File: config.mk
export PLATFORM = sky130hd
export DESIGN_NAME = datareg_bank
export DESIGN_NICKNAME = d
export VERILOG_FILES = /design/src/rtl/datareg_pkg.sv /design/src/rtl/datareg_op.sv /design/src/rtl/datareg_bank.sv
export SDC_FILE = /design/constraint.sdc
export NUM_CORES = 1
export LEC_CHECK = 0
export BUFFER_PORTS_ARGS = -buffer_cell sky130_fd_sc_hd__buf_4
export CORE_ASPECT_RATIO = 1.25
export CORE_UTILIZATION = 50
export CTS_CLUSTER_DIAMETER = 200
export DETAILED_ROUTE_END_ITERATION = 6
export PLACE_DENSITY = 0.82
export RECOVER_POWER = 25
export SLEW_MARGIN = 25
export SYNTH_ARGS = -nofsm -noshare
export SYNTH_HDL_FRONTEND = slang
export SYNTH_SLANG_ARGS = --single-unit
export TNS_END_PERCENT = 10
File: constraint.sdc
create_clock -name clk_i -period 5.4 [get_ports clk_i]
set_clock_uncertainty 0.05 [all_clocks]
set_input_delay 0.54 -clock clk_i [delete_from_list [all_inputs] [get_ports clk_i]]
set_output_delay 0.54 -clock clk_i [all_outputs]
set_load 0.01 [all_outputs]
File: src/rtl/datareg_pkg.sv
// Shared op encodings and widths for the datareg_bank register file.
package datareg_pkg;

  localparam int unsigned OP_W = 2;

  localparam logic [OP_W-1:0] OP_LOAD = 2'b00;
  localparam logic [OP_W-1:0] OP_INC  = 2'b01;
  localparam logic [OP_W-1:0] OP_DEC  = 2'b10;
  localparam logic [OP_W-1:0] OP_CLR  = 2'b11;

  // Only INC and DEC can produce a nonzero carry/borrow.
  function automatic logic op_is_arith(input logic [OP_W-1:0] op);
    return (op == OP_INC) || (op == OP_DEC);
  endfunction

endpackage

File: src/rtl/datareg_op.sv
// Combinational in-place write op: load, increment, decrement or clear one register value.
module datareg_op
  import datareg_pkg::*;
#(
  parameter int unsigned WIDTH = 4
) (
  input  logic [WIDTH-1:0] cur,
  input  logic [WIDTH-1:0] wdata,
  input  logic [OP_W-1:0]  op,
  output logic [WIDTH-1:0] result,
  output logic             carry
);

  logic [WIDTH:0] inc_sum;

  // Extra top bit of the widened sum is the increment carry-out.
  assign inc_sum = {1'b0, cur} + (WIDTH+1)'(1);

  always_comb begin
    result = '0;
    carry  = 1'b0;
    unique case (op)
      OP_LOAD: result = wdata;
      OP_INC: begin
        result = inc_sum[WIDTH-1:0];
        carry  = inc_sum[WIDTH];
      end
      OP_DEC: begin
        result = cur - WIDTH'(1);
        carry  = (cur == '0);
      end
      default: begin
        result = '0;
        carry  = 1'b0;
      end
    endcase
  end

endmodule

File: src/rtl/datareg_bank.sv
// Bank of NREGS data registers with one op write port, two registered read ports and carry/zero flags.
// Build option: define DATAREG_BYPASS_EN for write-through on same-cycle read/write collisions.
module datareg_bank
  import datareg_pkg::*;
#(
  parameter int unsigned WIDTH = 4,
  parameter int unsigned NREGS = 4
) (
  input  logic                      clk_i,
  input  logic                      rst_i,
  input  logic                      we_i,
  input  logic [$clog2(NREGS)-1:0]  waddr_i,
  input  logic [OP_W-1:0]           wop_i,
  input  logic [WIDTH-1:0]          wdata_i,
  input  logic [$clog2(NREGS)-1:0]  ra_addr_i,
  input  logic [$clog2(NREGS)-1:0]  rb_addr_i,
  output logic [WIDTH-1:0]          ra_o,
  output logic [WIDTH-1:0]          rb_o,
  output logic                      carry_o,
  output logic                      zero_o
);

  localparam int unsigned AW = $clog2(NREGS);

  logic [WIDTH-1:0] regs [NREGS];

  logic             waddr_ok;
  logic             ra_ok;
  logic             rb_ok;
  logic             wr_en;
  logic [WIDTH-1:0] cur;
  logic [WIDTH-1:0] result;
  logic             carry;
  logic [WIDTH-1:0] rd_a;
  logic [WIDTH-1:0] rd_b;

  // Index range checks only matter for non-power-of-2 NREGS.
  assign waddr_ok = ({1'b0, waddr_i}   < (AW+1)'(NREGS));
  assign ra_ok    = ({1'b0, ra_addr_i} < (AW+1)'(NREGS));
  assign rb_ok    = ({1'b0, rb_addr_i} < (AW+1)'(NREGS));
  assign wr_en    = we_i && waddr_ok;

  always_comb begin
    cur = '0;
    if (waddr_ok) cur = regs[waddr_i];
  end

  datareg_op #(
    .WIDTH (WIDTH)
  ) u_op (
    .cur    (cur),
    .wdata  (wdata_i),
    .op     (wop_i),
    .result (result),
    .carry  (carry)
  );

  // Read muxes; with the bypass build a colliding write is forwarded.
  always_comb begin
    rd_a = '0;
    rd_b = '0;
    if (ra_ok) rd_a = regs[ra_addr_i];
    if (rb_ok) rd_b = regs[rb_addr_i];
`ifdef DATAREG_BYPASS_EN
    if (wr_en && (ra_addr_i == waddr_i)) rd_a = result;
    if (wr_en && (rb_addr_i == waddr_i)) rd_b = result;
`else
`endif
  end

  always_ff @(posedge clk_i) begin
    if (rst_i) begin
      for (int i = 0; i < int'(NREGS); i++) regs[i] <= '0;
    end else if (wr_en) begin
      regs[waddr_i] <= result;
    end
  end

  // Flags describe the last accepted write and hold otherwise.
  always_ff @(posedge clk_i) begin
    if (rst_i) begin
      carry_o <= 1'b0;
      zero_o  <= 1'b1;
    end else if (wr_en) begin
      carry_o <= carry && op_is_arith(wop_i);
      zero_o  <= (result == '0);
    end
  end

  always_ff @(posedge clk_i) begin
    if (rst_i) begin
      ra_o <= '0;
      rb_o <= '0;
    end else begin
      ra_o <= rd_a;
      rb_o <= rd_b;
    end
  end

endmodule
==> run_results.csv, run 1 <==
group,metric,value,unit
clock_tree,clk_pin_slew,140,ps
yosys,ys_warn_count,0,
final_layout,layout.cells.non_filler,177,
grt,antenna_found_initial,0,
yosys,synthesis.area,1460,um^2
placement,place_congestion,0.858,
yosys,ys_types,34,
setup_path,crit_type,"input port to register",
die,die_h,62.5,um
clock_tree,cts_buffers,3,
timing,fin_crit,2750,ps
die,ioPinCount,25,
detailed_routing,dr_wl_met2,1700,um
clock_tree,post_cts_resized,0,
clock_tree,root_buffer,"clkbuf_4",
timing,fin_tns_setup,0,ps
detailed_routing,antenna_left,0,
detailed_routing,drt_iter0_drc,28,
setup_path,worst-path-max-fanout,8,
pwr,p_per_area,263,nW/um^2
detailed_routing,first_pass_iters,4,
final_layout,nets,166,
timing,drv_slew,0,
grt,grt_pass1_vias,1058,
die,design.core.area,2730,um^2
detailed_routing,top_layer,"met4",
setup_path,crit_required,5570,ps
yosys,syn_nets,141,
yosys,synthCells,119,
timing,slew_headroom,0.624,
detailed_routing,vias_per_cell,6.12,
grt,gr-total-overflow,0,
yosys,seq_area_frac_synth,0.465,
final_layout,final_cell_mix,"buf_4, edfxtp_1, nor2_1, mux4_2, dfxtp_1",
die,dieWidth,50.4,um
placement,port_buffers,24,
flow_run,maxCapViolations,0,
pwr,p_total,0.000450,W
clock_tree,cts_htree_levels,1,
grt,grt_max_degree,16,
timing,min_period_over_period,0.508,
clock_tree,cts_buffer_depth,2,
clock_tree,cts_setup_buffers,0,
yosys,synth_area_leaders,"edfxtp_1, mux4_2, dfxtp_1, ha_1, nor2b_1",
detailed_routing,drt-met1-wl,1050,um
clock_tree,clock_latency,320,ps
run_status,status,"complete, no violations",
clock_tree,cts.sinks,26,
die,dieArea,3150,um^2
detailed_routing,drt_wl_total,3070,um
final_layout,syn_to_final_growth,16.8,%
timing,max_freq,0.364,GHz
final_layout,mostFrequentLayoutCell,"buf_4",
die,start_util,0.536,
placement,hpwl,2260,um
yosys,synth_area_per_cell,12.3,um^2
timing,finalHoldViolCount,0,
yosys,synth_top_area_frac,0.328,
pwr,p_leak,0.670,nW
die,num_rows,21,
min_path,min_path_type,"input port to register",
grt,track_usage,0.209,
detailed_routing,drc,0,
final_layout,antennaDiodeCount,0,
detailed_routing,vias,1083,
timing,tightest_slew,564,ps
grt,grt_pass1_wl,4860,um
timing,setup_viol,0,
yosys,ys_seq_elements,26,
pwr,ir_drop,0.163,mV
final_layout,final_util,0.625,
detailed_routing,met3_length,239,um
setup_path,cp.arrival,2920,ps
setup_path,end_kind,"register",
clock_tree,holdBufCountCts,0,
timing,rsz0062_at_grt,"no",
setup_path,start_kind,"input port",
placement,place_inst,173,
final_layout,layout-drive-gt1-share,0.287,
clock_tree,cts_tree,"built",
yosys,synth_area_leader_cell,"edfxtp_1",
detailed_routing,wire_per_inst,17.4,um
## report_power, final
group | internal, W | leakage, nW | total [W] | switching [W]
Clock | 0.0000750 | 0.0279 | 0.000133 | 0.0000582
Sequential | 0.000223 | 0.249 | 0.000230 | 0.00000712
Combinational | 0.0000429 | 0.393 | 0.0000868 | 0.0000439
## kinds of logic after synthesis
group / share of synthesized area
AND/OR/NAND/NOR: 0.185
flip-flops: 0.465
AO/OA/AOI/OAI: 0.0615
multiplexers: 0.191
buffers and inverters: 0.0256
adder cells (fa/ha/maj): 0.0598
XOR/XNOR: 0.0120
## synth_stat cells
| cell type | count |
|---|---|
| edfxtp_1 | 16 |
| nand4_1 | 2 |
| nor4_1 | 1 |
| a311o_1 | 1 |
| or3_1 | 1 |
| and3_1 | 1 |
| nor2_1 | 14 |
| or2_2 | 1 |
| a31o_2 | 1 |
| inv_1 | 4 |
| ha_1 | 7 |
| mux2i_1 | 1 |
| dfxtp_1 | 10 |
| xor2_1 | 2 |
| o21ai_1 | 1 |
| nor2b_1 | 9 |
| nand2b_1 | 6 |
| o21ai_0 | 4 |
| and2_0 | 1 |
| nand3_1 | 1 |
| or3b_2 | 1 |
| nor3_1 | 4 |
| o211ai_1 | 1 |
| a21o_1 | 1 |
| nand2_1 | 5 |
| nor3b_2 | 1 |
| o31ai_1 | 1 |
| mux4_2 | 12 |
| o31a_1 | 1 |
| a21oi_1 | 1 |
| nand3b_1 | 2 |
| buf_6 | 1 |
| clkbuf_1 | 3 |
| a222oi_1 | 1 |
## metal layers
metal,GRT usage,up-vias
li1,-,494
met1,0.226,519
met2,0.368,59
met3,0.0584,11
met4,0.0938,0
met5,0,-
## metrics by stage
stage          setup slack, ps  instance area, um^2  hold slack (ps)
2_1_floorplan             2910                 1460              439
3_3_place_gp              2730                 1660              408
3_5_place_dp              2670                 1660              421
4_1_cts                   2940                 1720              422
5_1_grt                   2520                 1710              421
6_report                  2650                 1710              429
## cell type report
cell class                      count  area (um^2)
Clock buffer                        3         22.5
Clock inverter                      1         30.0
Fill cell                         236         1020
Inverter                            4         15.0
Multi-Input combinational cell     85          746
Sequential cell                    26          681
Tap cell                           34         42.5
Timing Repair Buffer               24          173
## worst paths after layout
| check | startpoint | end | slack (ps) | depth (start not counted) |
|---|---|---|---|---|
| setup / recovery | waddr_i[0] | zero_o | 2650 | 9 |
| hold / removal | rst_i | carry_o | 430 | 2 |
| setup reg to reg | regs[3][1] | zero_o | 2920 | 8 |
| hold reg to reg | carry_o | carry_o | 430 | 2 |
## worst max-delay path: stages
cell	delay [ps]
clkbuf_1	420
mux4_2	670
inv_1	120
ha_1	250
mux2i_1	130
a21o_1	260
a311o_1	350
o21ai_0	80
o21ai_1	100
## sequential cells by signal, indices dropped and copies added (netlist names)
| signal | flops |
|---|---|
| zero_o | 1 |
| carry_o | 1 |
| regs | 16 |
| ra_o | 4 |
| rb_o | 4 |
Note: power is estimated with default switching activity, not from simulation.
==> run 2, diff against run 1 <==
clock period = 2.7 ns   (was 5.4 ns; I/O delays follow)
==> run_results.csv, run 2 (synthesized netlist as in run 1, its figures left out) <==
group,metric,value,unit
run_status,status,"complete, no violations",
clock_tree,cts.sinks,26,
min_path,hold_depth,2,
clock_tree,cts_buffers,3,
grt,grt_max_degree,16,
clock_tree,post_cts_resized,0,
grt,antenna_found_initial,0,
grt,grt_pass1_wl,4860,um
detailed_routing,first_pass_iters,4,
timing,finalHoldViolCount,0,
die,ioPinCount,25,
clock_tree,holdBufCountCts,0,
setup_path,cp.arrival,2650,ps
final_layout,final_cell_mix,"edfxtp_1, nor2_1, buf_4, mux4_2",
clock_tree,root_buffer,"clkbuf_4",
timing,min_period_over_period,0.919,
setup_path,crit_required,2870,ps
final_layout,layout-drive-gt1-share,0.231,
flow_run,maxCapViolations,0,
pwr,p_per_area,532,nW/um^2
detailed_routing,drt_iter0_drc,32,
timing,max_freq,0.403,GHz
timing,whs,159,ps
placement,hpwl,2260,um
setup_path,crit_type,"register to register",
pwr,p_int,0.000675,W
final_layout,final_util,0.614,
placement,place_congestion,0.858,
pwr,power.net_switching,0.000218,W
final_layout,largest_register,"regs",
final_layout,largest_reg_flops,16,
die,die_h,62.5,um
final_layout,fillers,240,
grt,track_usage,0.209,
pwr,ir_drop,0.326,mV
final_layout,nets,166,
setup_path,startpoint,"regs[3][1]",
timing,fin_crit,2480,ps
setup_path,worst-path-max-fanout,6,
clock_tree,cts_setup_buffers,0,
timing,fin_tns_setup,0,ps
pwr,p_sw_frac,0.244,
detailed_routing,vias_per_cell,6.07,
die,start_util,0.536,
detailed_routing,drc,0,
timing,tightest_slew,564,ps
die,num_rows,21,
pwr,seqPwrFrac,0.515,
timing,setup_viol,0,
final_layout,antennaDiodeCount,0,
final_layout,mostFrequentLayoutCell,"edfxtp_1",
clock_tree,clk_pin_slew,140,ps
detailed_routing,drt_wl_total,3070,um
timing,slew_headroom,0.624,
detailed_routing,antenna_left,0,
timing,drv_slew,0,
pwr,p_comb_frac,0.186,
die,dieArea,3150,um^2
setup_path,r2r-start,"regs[3][1]",
placement,port_buffers,24,
clock_tree,cts_tree,"built",
pwr,p_total,0.000893,W
setup_path,reg2reg_depth,8,
min_path,min_path_type,"input port to register",
clock_tree,cts_buffer_depth,2,
clock_tree,cts_htree_levels,1,
final_layout,reg.largest.list,"regs (16), ra_o (4), rb_o (4)",
clock_tree,clock_latency,320,ps
grt,grt_pass1_vias,1058,
die,dieWidth,50.4,um
die,design.core.area,2730,um^2
pwr,clkPwrFrac,0.298,
detailed_routing,vias,1075,
grt,gr-total-overflow,0,
timing,rsz0062_at_grt,"no",
setup_path,end_kind,"register",
min_path,holdCritStartpoint,"rst_i",
detailed_routing,wire_per_inst,17.4,um
pwr,p_leak,0.639,nW
final_layout,syn_to_final_growth,14.7,%
setup_path,start_kind,"register",
## run 2: cell types whose count changed in the layout (fill, tap and decap cells not counted)
cell	change
buf_4	-8
clkbuf_1	+8
## run 2: through the flow
stage | instance area [um^2] | cells | setup WS, ps
5_1_grt | 1680 | 177 | 86.0
2_1_floorplan | 1460 | 119 | 483
4_1_cts | 1720 | 177 | 237
3_5_place_dp | 1660 | 173 | 237
6_report | 1680 | 177 | 218
3_3_place_gp | 1660 | 173 | 297
## run 2: layout make-up
cell class	count	area [um^2]	area share
multi-input combinational	85	746	0.444
sequential	26	681	0.405
timing repair buffer	24	143	0.0849
tap	34	42.5	0.0253
clock inverter	1	30.0	0.0179
clock buffer	3	22.5	0.0134
inverter	4	15.0	0.00894
## run 2: critical path, stage by stage, from the launching register on
cell and delay (ps):
edfxtp_1 470, mux4_2 570, inv_1 120, ha_1 250, mux2i_1 130, a21o_1 260
a311o_1 350, o21ai_0 80, o21ai_1 100
## run 2: worst paths after layout
| kind | endpoint | slack (ps) |
|---|---|---|
| max | zero_o | 220 |
| min | carry_o | 160 |
| min reg2reg | carry_o | 430 |
| max reg2reg | zero_o | 220 |
## run 2: layer usage
layer | track usage | vias to the layer above | share of wire
met5 | 0 | - | 0
met4 | 0.0938 | 0 | 0.029
met3 | 0.0584 | 11 | 0.078
met2 | 0.368 | 58 | 0.55
met1 | 0.226 | 512 | 0.34
li1 | - | 494 | -
## run 2: power groups by stage
stage / clock network, W / logic [W] / registers (W)
2_1_floorplan: 0 / 0.000107 / 0.000469
6_report: 0.000266 / 0.000166 / 0.000460
4_1_cts: 0.000268 / 0.000174 / 0.000460
3_5_place_dp: 0 / 0.000172 / 0.000468
5_1_grt: 0.000282 / 0.000180 / 0.000463
3_3_place_gp: 0 / 0.000168 / 0.000466
